## src/rtl/cook_timer_pkg.sv

```systemverilog
// Shared types and constants for the cook timer: FSM state encoding and BCD digit helpers.
package cook_timer_pkg;

    typedef logic [3:0] bcd_t;

    localparam bcd_t DIGIT_MAX     = 4'd9;
    localparam bcd_t SEC_TENS_WRAP = 4'd5;

    typedef enum logic [1:0] {
        IDLE = 2'd0,
        SET  = 2'd1,
        RUN  = 2'd2,
        DONE = 2'd3
    } state_t;

endpackage

```

## src/rtl/bcd_down_digit.sv

```systemverilog
// One BCD digit of a borrow-chained down counter; wraps to wrap_val when decremented from 0.
module bcd_down_digit
    import cook_timer_pkg::*;
(
    input  logic [3:0] val,
    input  logic       dec,
    input  logic [3:0] wrap_val,
    output logic [3:0] next_val,
    output logic       borrow_out
);

    always_comb begin
        next_val   = val;
        borrow_out = 1'b0;
        if (dec) begin
            if (val == 4'd0) begin
                next_val   = wrap_val;
                borrow_out = 1'b1;
            end else begin
                next_val = val - 4'd1;
            end
        end
    end

endmodule

```

## src/rtl/cook_timer.sv

```systemverilog
// Microwave cook timer: keypad-entered MM:SS BCD time, counts down once per second while mag_on.
module cook_timer
    import cook_timer_pkg::*;
#(
    parameter int unsigned CLK_HZ = 100
) (
    input  logic       clk,
    input  logic       rstn,
    input  logic       clearn,
    input  logic       digit_valid,
    input  logic [3:0] digit,
    input  logic       mag_on,
    output logic       timer_done,
    output logic       alarm,
    output logic [3:0] min_tens,
    output logic [3:0] min_ones,
    output logic [3:0] sec_tens,
    output logic [3:0] sec_ones
);

    localparam int unsigned PW = $clog2(CLK_HZ);

    state_t        state_q, state_d;
    logic [PW-1:0] presc_q, presc_d;
    bcd_t          mt_d, mo_d, st_d, so_d;
    bcd_t          mt_n, mo_n, st_n, so_n;
    logic          b_so, b_st, b_mo, b_mt;
    logic          entry_ok, run_en, tick, expire;

    assign entry_ok = digit_valid && !mag_on && (digit <= DIGIT_MAX);
    // The cycle that moves SET->RUN already counts toward the first second.
    assign run_en   = mag_on && ((state_q == SET) || (state_q == RUN));
    assign tick     = run_en && (presc_q == PW'(CLK_HZ - 1));

    bcd_down_digit u_sec_ones (.val(sec_ones), .dec(tick), .wrap_val(DIGIT_MAX),
                               .next_val(so_n), .borrow_out(b_so));
    bcd_down_digit u_sec_tens (.val(sec_tens), .dec(b_so), .wrap_val(SEC_TENS_WRAP),
                               .next_val(st_n), .borrow_out(b_st));
    bcd_down_digit u_min_ones (.val(min_ones), .dec(b_st), .wrap_val(DIGIT_MAX),
                               .next_val(mo_n), .borrow_out(b_mo));
    bcd_down_digit u_min_tens (.val(min_tens), .dec(b_mo), .wrap_val(DIGIT_MAX),
                               .next_val(mt_n), .borrow_out(b_mt));

    // A borrow out of min_tens would mean underflow; treat it as expiry too.
    assign expire = tick && (({mt_n, mo_n, st_n, so_n} == '0) || b_mt);

    always_comb begin
        mt_d    = min_tens;
        mo_d    = min_ones;
        st_d    = sec_tens;
        so_d    = sec_ones;
        presc_d = presc_q;
        state_d = state_q;
        if (!clearn) begin
            mt_d    = '0;
            mo_d    = '0;
            st_d    = '0;
            so_d    = '0;
            presc_d = '0;
            state_d = IDLE;
        end else if (entry_ok) begin
            mt_d    = min_ones;
            mo_d    = sec_tens;
            st_d    = sec_ones;
            so_d    = digit;
            state_d = ({min_ones, sec_tens, sec_ones, digit} != '0) ? SET : IDLE;
        end else if (tick) begin
            mt_d    = mt_n;
            mo_d    = mo_n;
            st_d    = st_n;
            so_d    = so_n;
            presc_d = '0;
            state_d = expire ? DONE : RUN;
        end else if (run_en) begin
            presc_d = presc_q + 1'b1;
            state_d = RUN;
        end else if (state_q == RUN) begin
            state_d = SET;
        end
    end

    always_ff @(posedge clk or negedge rstn) begin
        if (!rstn) begin
            state_q    <= IDLE;
            presc_q    <= '0;
            min_tens   <= '0;
            min_ones   <= '0;
            sec_tens   <= '0;
            sec_ones   <= '0;
            timer_done <= 1'b1;
            alarm      <= 1'b0;
        end else begin
            state_q    <= state_d;
            presc_q    <= presc_d;
            min_tens   <= mt_d;
            min_ones   <= mo_d;
            sec_tens   <= st_d;
            sec_ones   <= so_d;
            timer_done <= (state_d == IDLE) || (state_d == DONE);
            alarm      <= (state_d == DONE);
        end
    end

endmodule

```

## config.mk

```make
export PLATFORM = sky130hd
export DESIGN_NAME = cook_timer
export DESIGN_NICKNAME = d
export VERILOG_FILES = /design/src/rtl/cook_timer_pkg.sv /design/src/rtl/bcd_down_digit.sv /design/src/rtl/cook_timer.sv
export SDC_FILE = /design/constraint.sdc
export NUM_CORES = 1
export LEC_CHECK = 0
export CAP_MARGIN = 30
export CORE_MARGIN = 2
export CORE_UTILIZATION = 47
export DETAILED_ROUTE_END_ITERATION = 10
export PLACE_DENSITY = 0.75
export SYNTH_ARGS = -nofsm -noshare
export SYNTH_HDL_FRONTEND = slang
export SYNTH_SLANG_ARGS = --single-unit
export TNS_END_PERCENT = 1
```

## constraint.sdc

```tcl
create_clock -name clk -period 2.3 [get_ports clk]
set_input_delay 0.46 -clock clk [delete_from_list [all_inputs] [get_ports clk]]
set_output_delay 0.46 -clock clk [all_outputs]
set_load 0.1 [all_outputs]
```

Yosys cells after proc, flatten, opt, wreduce, memory -nomap -nowiden
Index checks and enable logic that the tools add are counted.
{"block": "totals", "ff_bits": 27, "latchBits": 0, "ram_bits": 0, "mem_bits_ro": 0, "input_bits": 9, "output_inout_bits": 18, "word_cells": 77, "memories": 0}
{"block": "classes", "add_sub_neg": 5, "multipliers": 0, "div": 0, "order_cmp": 1, "eq_ne": 7, "n_shift": 0, "mux": 39, "bitwise_logic": 0, "reduce_logical": 17}
{"cell": "4-bit 2-to-1 mux", "count": 20}
{"cell": "7-bit 2-to-1 mux", "count": 4}
{"cell": "16-bit zero test", "count": 1}
{"cell": "4-bit zero test", "count": 4}
{"cell": "16-bit nonzero test", "count": 1}
{"cell": "4-bit by 1-bit subtractor with 4-bit output, second input constant", "count": 4}
{"cell": "1-bit 2-to-1 mux", "count": 10}
{"cell": "2-bit 2-to-1 mux", "count": 5}
{"cell": "7-bit by 1-bit adder with 7-bit output, second input constant", "count": 1}
{"cell": "7-bit equality test, second input constant", "count": 1}
{"cell": "3-bit by 1-bit inequality test with 1-bit output, second input constant", "count": 2}
{"cell": "1-bit logical AND", "count": 5}
{"cell": "2-bit equality test, second input constant", "count": 2}
{"cell": "4-bit <= comparator, second input constant", "count": 1}
{"cell": "1-bit logical OR", "count": 3}
{"cell": "2-bit by 1-bit equality test with 1-bit output, second input constant", "count": 1}
{"cell": "2-bit zero test", "count": 1}
{"cell": "2-bit inequality test, second input constant", "count": 1}
{"cell": "2-bit AND reduction", "count": 1}
{"cell": "1-bit zero test", "count": 1}

Logic depth before layout (Yosys ltp)
{"block": "logic_depth", "ltp_word": 17, "mapped_depth": 11, "mapped_depth_nobuf": 9}

By module
Synthesis repeated with hierarchy kept, for this count alone.
{"block": "unflattened", "cells_unflattened": 218, "area_unflattened_um2": 2132.0}
{"module": "cook_timer", "n_inst": 1, "cells_per_inst": 126, "area_each_um2": 1491.4, "seq_area_each_um2": 676.9}
{"module": "bcd_down_digit", "n_inst": 4, "cells_per_inst": 23, "area_each_um2": 160.2, "seq_area_each_um2": 0.0}

Worst setup path after synthesis
OpenSTA, ideal clock, no wires.
{"block": "synth_timing", "path_kind": "register to register", "start": "register min_ones[0]", "end": "register timer_done", "setup_ps": 58, "arrival_time_ps": 2673, "required_ps": 2242, "setup_slack_ps": -432, "stages_incl_launch_ff": 8, "path_buffers": 0, "synth_period_minus_slack_ps": 2732, "cell_sequence": "dfrtp_1 or3_4 or4_4 nor4_2 o211ai_1 a31oi_1 ha_1 inv_1"}
{"block": "synth_between", "elab_chain_cells": 13, "word_cells_on_any_way": 20, "cone_classes": "add/sub (1); eq/ne (1); mux (11); reduce/logical (7)"}
{"element": "start: declaration", "line_no": "cook_timer.sv:16", "rtl": "output logic [3:0] min_ones,"}
{"element": "start signal: assignment", "line_no": "cook_timer.sv:96", "rtl": "min_ones <= mo_d;"}
{"element": "branches (longest 9 deep; another with 4-bit by 1-bit subtractor with 4-bit output)"}
{"element": "2-bit 2-to-1 mux (*)", "line_no": "cook_timer.sv:61", "rtl": "end else if (entry_ok) begin"}
{"element": "2-bit 2-to-1 mux (*)", "line_no": "cook_timer.sv:54", "rtl": "if (!clearn) begin"}
{"element": "via state_d[0]", "line_no": "cook_timer.sv:23", "rtl": "state_t state_q, state_d;"}
{"element": "2-bit equality test / 2-bit zero test (equally long branches)", "line_no": "cook_timer.sv:99", "rtl": "timer_done <= (state_d == IDLE) || (state_d == DONE);"}
{"element": "1-bit logical OR (*)", "line_no": "cook_timer.sv:99"}
{"element": "end signal: assignment", "line_no": "cook_timer.sv:99"}
{"element": "end: declaration", "line_no": "cook_timer.sv:13", "rtl": "output logic timer_done,"}
Mark *: on every way through the listed nets, which the timed path passes.
A chain may end at the register's enable or synchronous reset.

Final worst setup path
Ends and elaborated chain as after synthesis.

==> impl_metrics.toml <==
[power]
vdd_drop_max_uv = 274
p_leak_uw = 0.000884
powerDensity_nw_per_um2 = 491
p_total_uw = 1040

[grt]
gr-total-overflow = 0
antenna_found_initial = 0
grt_pass1_wl_um = 6870
grt_max_degree = 29
grt_use_total = 0.218
grt_pass1_vias = 1479

[synth]
synth-seq-area-share = 0.417
syn_area_per_cell_um2 = 8.59
ys_types = 41
synth_cells = 189
yosys_warnings = 0
synth_edf_count = 0
netlist_area_um2 = 1620
async_flop_share = 1.00
ys.flop_type = "dfrtp_1"
synth_nets = 202
yosys_register_bits = 27

[route]
vias = 1527
wire_per_inst_um = 14.7
viasPerCell = 5.61
ant_nets = 0
drc = 0
drt_first_pass_iters = 4
drt_iter0_markers = 88
drt_wl_total_um = 4010

[die]
dieHeight_um = 62.8
die_w_um = 62.8
ios = 27
fp.coreArea_um2 = 3340
die_area_um2 = 3940
initial_core_util = 0.487
rows = 21

[place]
gp_congestion = 0.829
hpwl_um = 2920
portBuffers = 26
dp_slack_ns = -0.236

[job]
drv_cap = 0

[timing]
clock-skew-final_ns = 0.00360
final.setup.worst_slack_ns = -0.0218
fmax_mhz = 431
hold_violations = 0
setup_viol = 1
maxSlewViolCount = 0
rsz0062_at_grt = "yes"
min_period_over_period = 1.01
max-slew-margin-rel = 0.703
period_needed_ns = 2.32
tightest_slew_ns = 0.441

[setup_path]
crit_path_end_kind = "register"
critPathRequiredTime_ns = 2.58
critPathMaxStageDelay_ns = 0.54
crit_family = "simple AND/OR/NAND/NOR gates"
crit_type = "reg2reg"
worst_setup_path_start_kind = "register"
slowest_stage = "dfrtp_4"
crit_buf_inv = 1
cp_data_arrival_time_ns = 2.60
worstPathCellList = "or3_4 -> or4_4 -> nor4_2 -> o211ai_1 -> a31oi_1 -> ha_1 -> inv_1"
worstPathMaxFanout = 6

[cts]
cts.path.max_buffers = 2
clock_latency_ns = 0.32
hold_buffers = 0
htreeDepth = 1
cts_buffers = 3
cts_tree = "yes"
cts_root_buf = "clkbuf_4"
cts.sinks = 27
clk_pin_slew_worst_paths_ns = 0.15

[layout]
drive_above_1_share = 0.323
antenna-diode-count = 0
syn2layout_area_growth_pct = 30.4
nNetsFinal = 240

[outcome]
status = "finished with violations"
violations = "setup timing"

[hold_path]
hp-class = "in2async"
-- worst reg2reg max path: stages (launching register included) --
cell and delay, ns:
dfrtp_4 0.54, or3_4 0.38, or4_4 0.49, nor4_2 0.16
o211ai_1 0.12, a31oi_1 0.27, ha_1 0.27, inv_1 0.05
-- registers in the layout (all words and copies together) (netlist names) --
| name | cells |
|---|---|
| timer_done | 1 |
| min_ones | 4 |
| presc_q | 7 |
| min_tens | 4 |
| sec_ones | 4 |
| state_q | 2 |
| alarm | 1 |
| sec_tens | 4 |
-- logic make-up after synthesis --
kind of cell / count (synthesis) / share of synthesized area
flops: 27 / 0.417
simple gates: 74 / 0.260
mux: 5 / 0.0324
buf+inv: 21 / 0.0493
fa+ha+maj: 4 / 0.0308
xor+xnor: 6 / 0.0324
compound gates: 52 / 0.178
-- cell usage in the layout, fill, tap and decap left out, types with 2 or more instances in the layout --
master	count
ha_1	3
nor3_2	2
dfrtp_2	6
mux2i_1	3
nand3_1	3
nor4_2	3
a21oi_1	21
buf_4	40
nor2_1	19
nand4_1	2
mux2_2	2
o21a_1	2
dfrtp_4	5
and3_1	4
o211ai_1	2
a31oi_1	3
nor3_1	5
clkdlybuf4s50_1	8
dfrtp_1	15
nor4_1	4
xnor2_1	5
a211oi_1	2
inv_1	5
o21ai_0	18
nand2_1	14
nor2b_1	2
clkbuf_4	3
nand4b_1	2
and2_1	2
-- final cells by class --
cell class                 count  area, um^2
tap                           46        57.6
sequential                    27         703
inverter                       6        22.5
fill                         299        1220
multi-input combinational    141         928
timing repair buffer          48         380
clock buffer                   4        26.3
-- repair_timing --
| action | in CTS | in global routing |
|---|---|---|
| endpoints found under the hold margin | 0 | 0 |
| setup endpoints to repair | 1 | 7 |
| gates resized for setup | 2 | 5 |
| setup buffers | 1 | 1 |
| pin swaps | 2 | 2 |
-- synth_stat cells, types with 2 or more instances --
cell type,instances,area share
nand2_1,14,0.032
nor4_1,5,0.019
mux2_2,2,0.014
o211ai_1,2,0.0092
xnor2_1,5,0.027
nand3_1,3,0.0092
nand4b_1,2,0.011
and3_1,4,0.015
nand4_1,2,0.0077
o21ai_0,19,0.059
a31oi_1,3,0.012
nor3_1,7,0.022
dfrtp_1,26,0.40
nor2b_1,2,0.0077
clkbuf_1,14,0.032
a211oi_1,2,0.0092
o21a_1,2,0.0092
inv_1,6,0.014
ha_1,4,0.031
a21oi_1,21,0.065
nor4_2,2,0.015
nor2_1,19,0.044
nor3b_1,2,0.0092
mux2i_1,3,0.018
and2_1,2,0.0077
-- routing by layer --
| layer | part of all wire | routed length (um) | GRT usage |
|---|---|---|---|
| met5 | 0 | 0 | 0 |
| met3 | 0.028 | 113 | 0.0306 |
| met1 | 0.48 | 1920 | 0.308 |
| met4 | 0.013 | 51 | 0.0722 |
| met2 | 0.48 | 1920 | 0.347 |
-- power by group --
group,internal [uW],switching [uW]
registers,498,26.9
clock network,68.0,142
logic,92.4,212
-- through the flow --
| step | instance area, um^2 | std cells | util | TNS [ns] | hold slack [ns] |
|---|---|---|---|---|---|
| after global routing | 2120 | 272 | 0.635 | -0.115 | 0.484 |
| final | 2120 | 272 | 0.635 | -0.0218 | 0.482 |
| after CTS | 2080 | 271 | 0.624 | 0 | 0.491 |
| after global placement | 2040 | 266 | 0.611 | -0.580 | 0.532 |
| after floorplan | 1680 | 189 | - | -0.0824 | 0.164 |
| after detailed placement | 2040 | 266 | 0.611 | -1.07 | 0.554 |
-- final timing paths --
path	from	endpoint	cells after the start	slack, ns
worst max-delay path	min_ones[0]$_DFFE_PN0P_	timer_done$_DFF_PN1_	7	-0.02
worst max register to register	min_ones[0]$_DFFE_PN0P_	timer_done$_DFF_PN1_	7	-0.02
max in group asynchronous	rstn	timer_done$_DFF_PN1_	2	1.51
min in group clk	presc_q[1]$_DFFE_PN0P_	presc_q[1]$_DFFE_PN0P_	2	0.57
worst min-delay path	rstn	sec_tens[3]$_DFFE_PN0P_	2	0.48
worst min register to register	presc_q[1]$_DFFE_PN0P_	presc_q[1]$_DFFE_PN0P_	2	0.57
No activity file was read; power rests on OpenSTA's default activity.
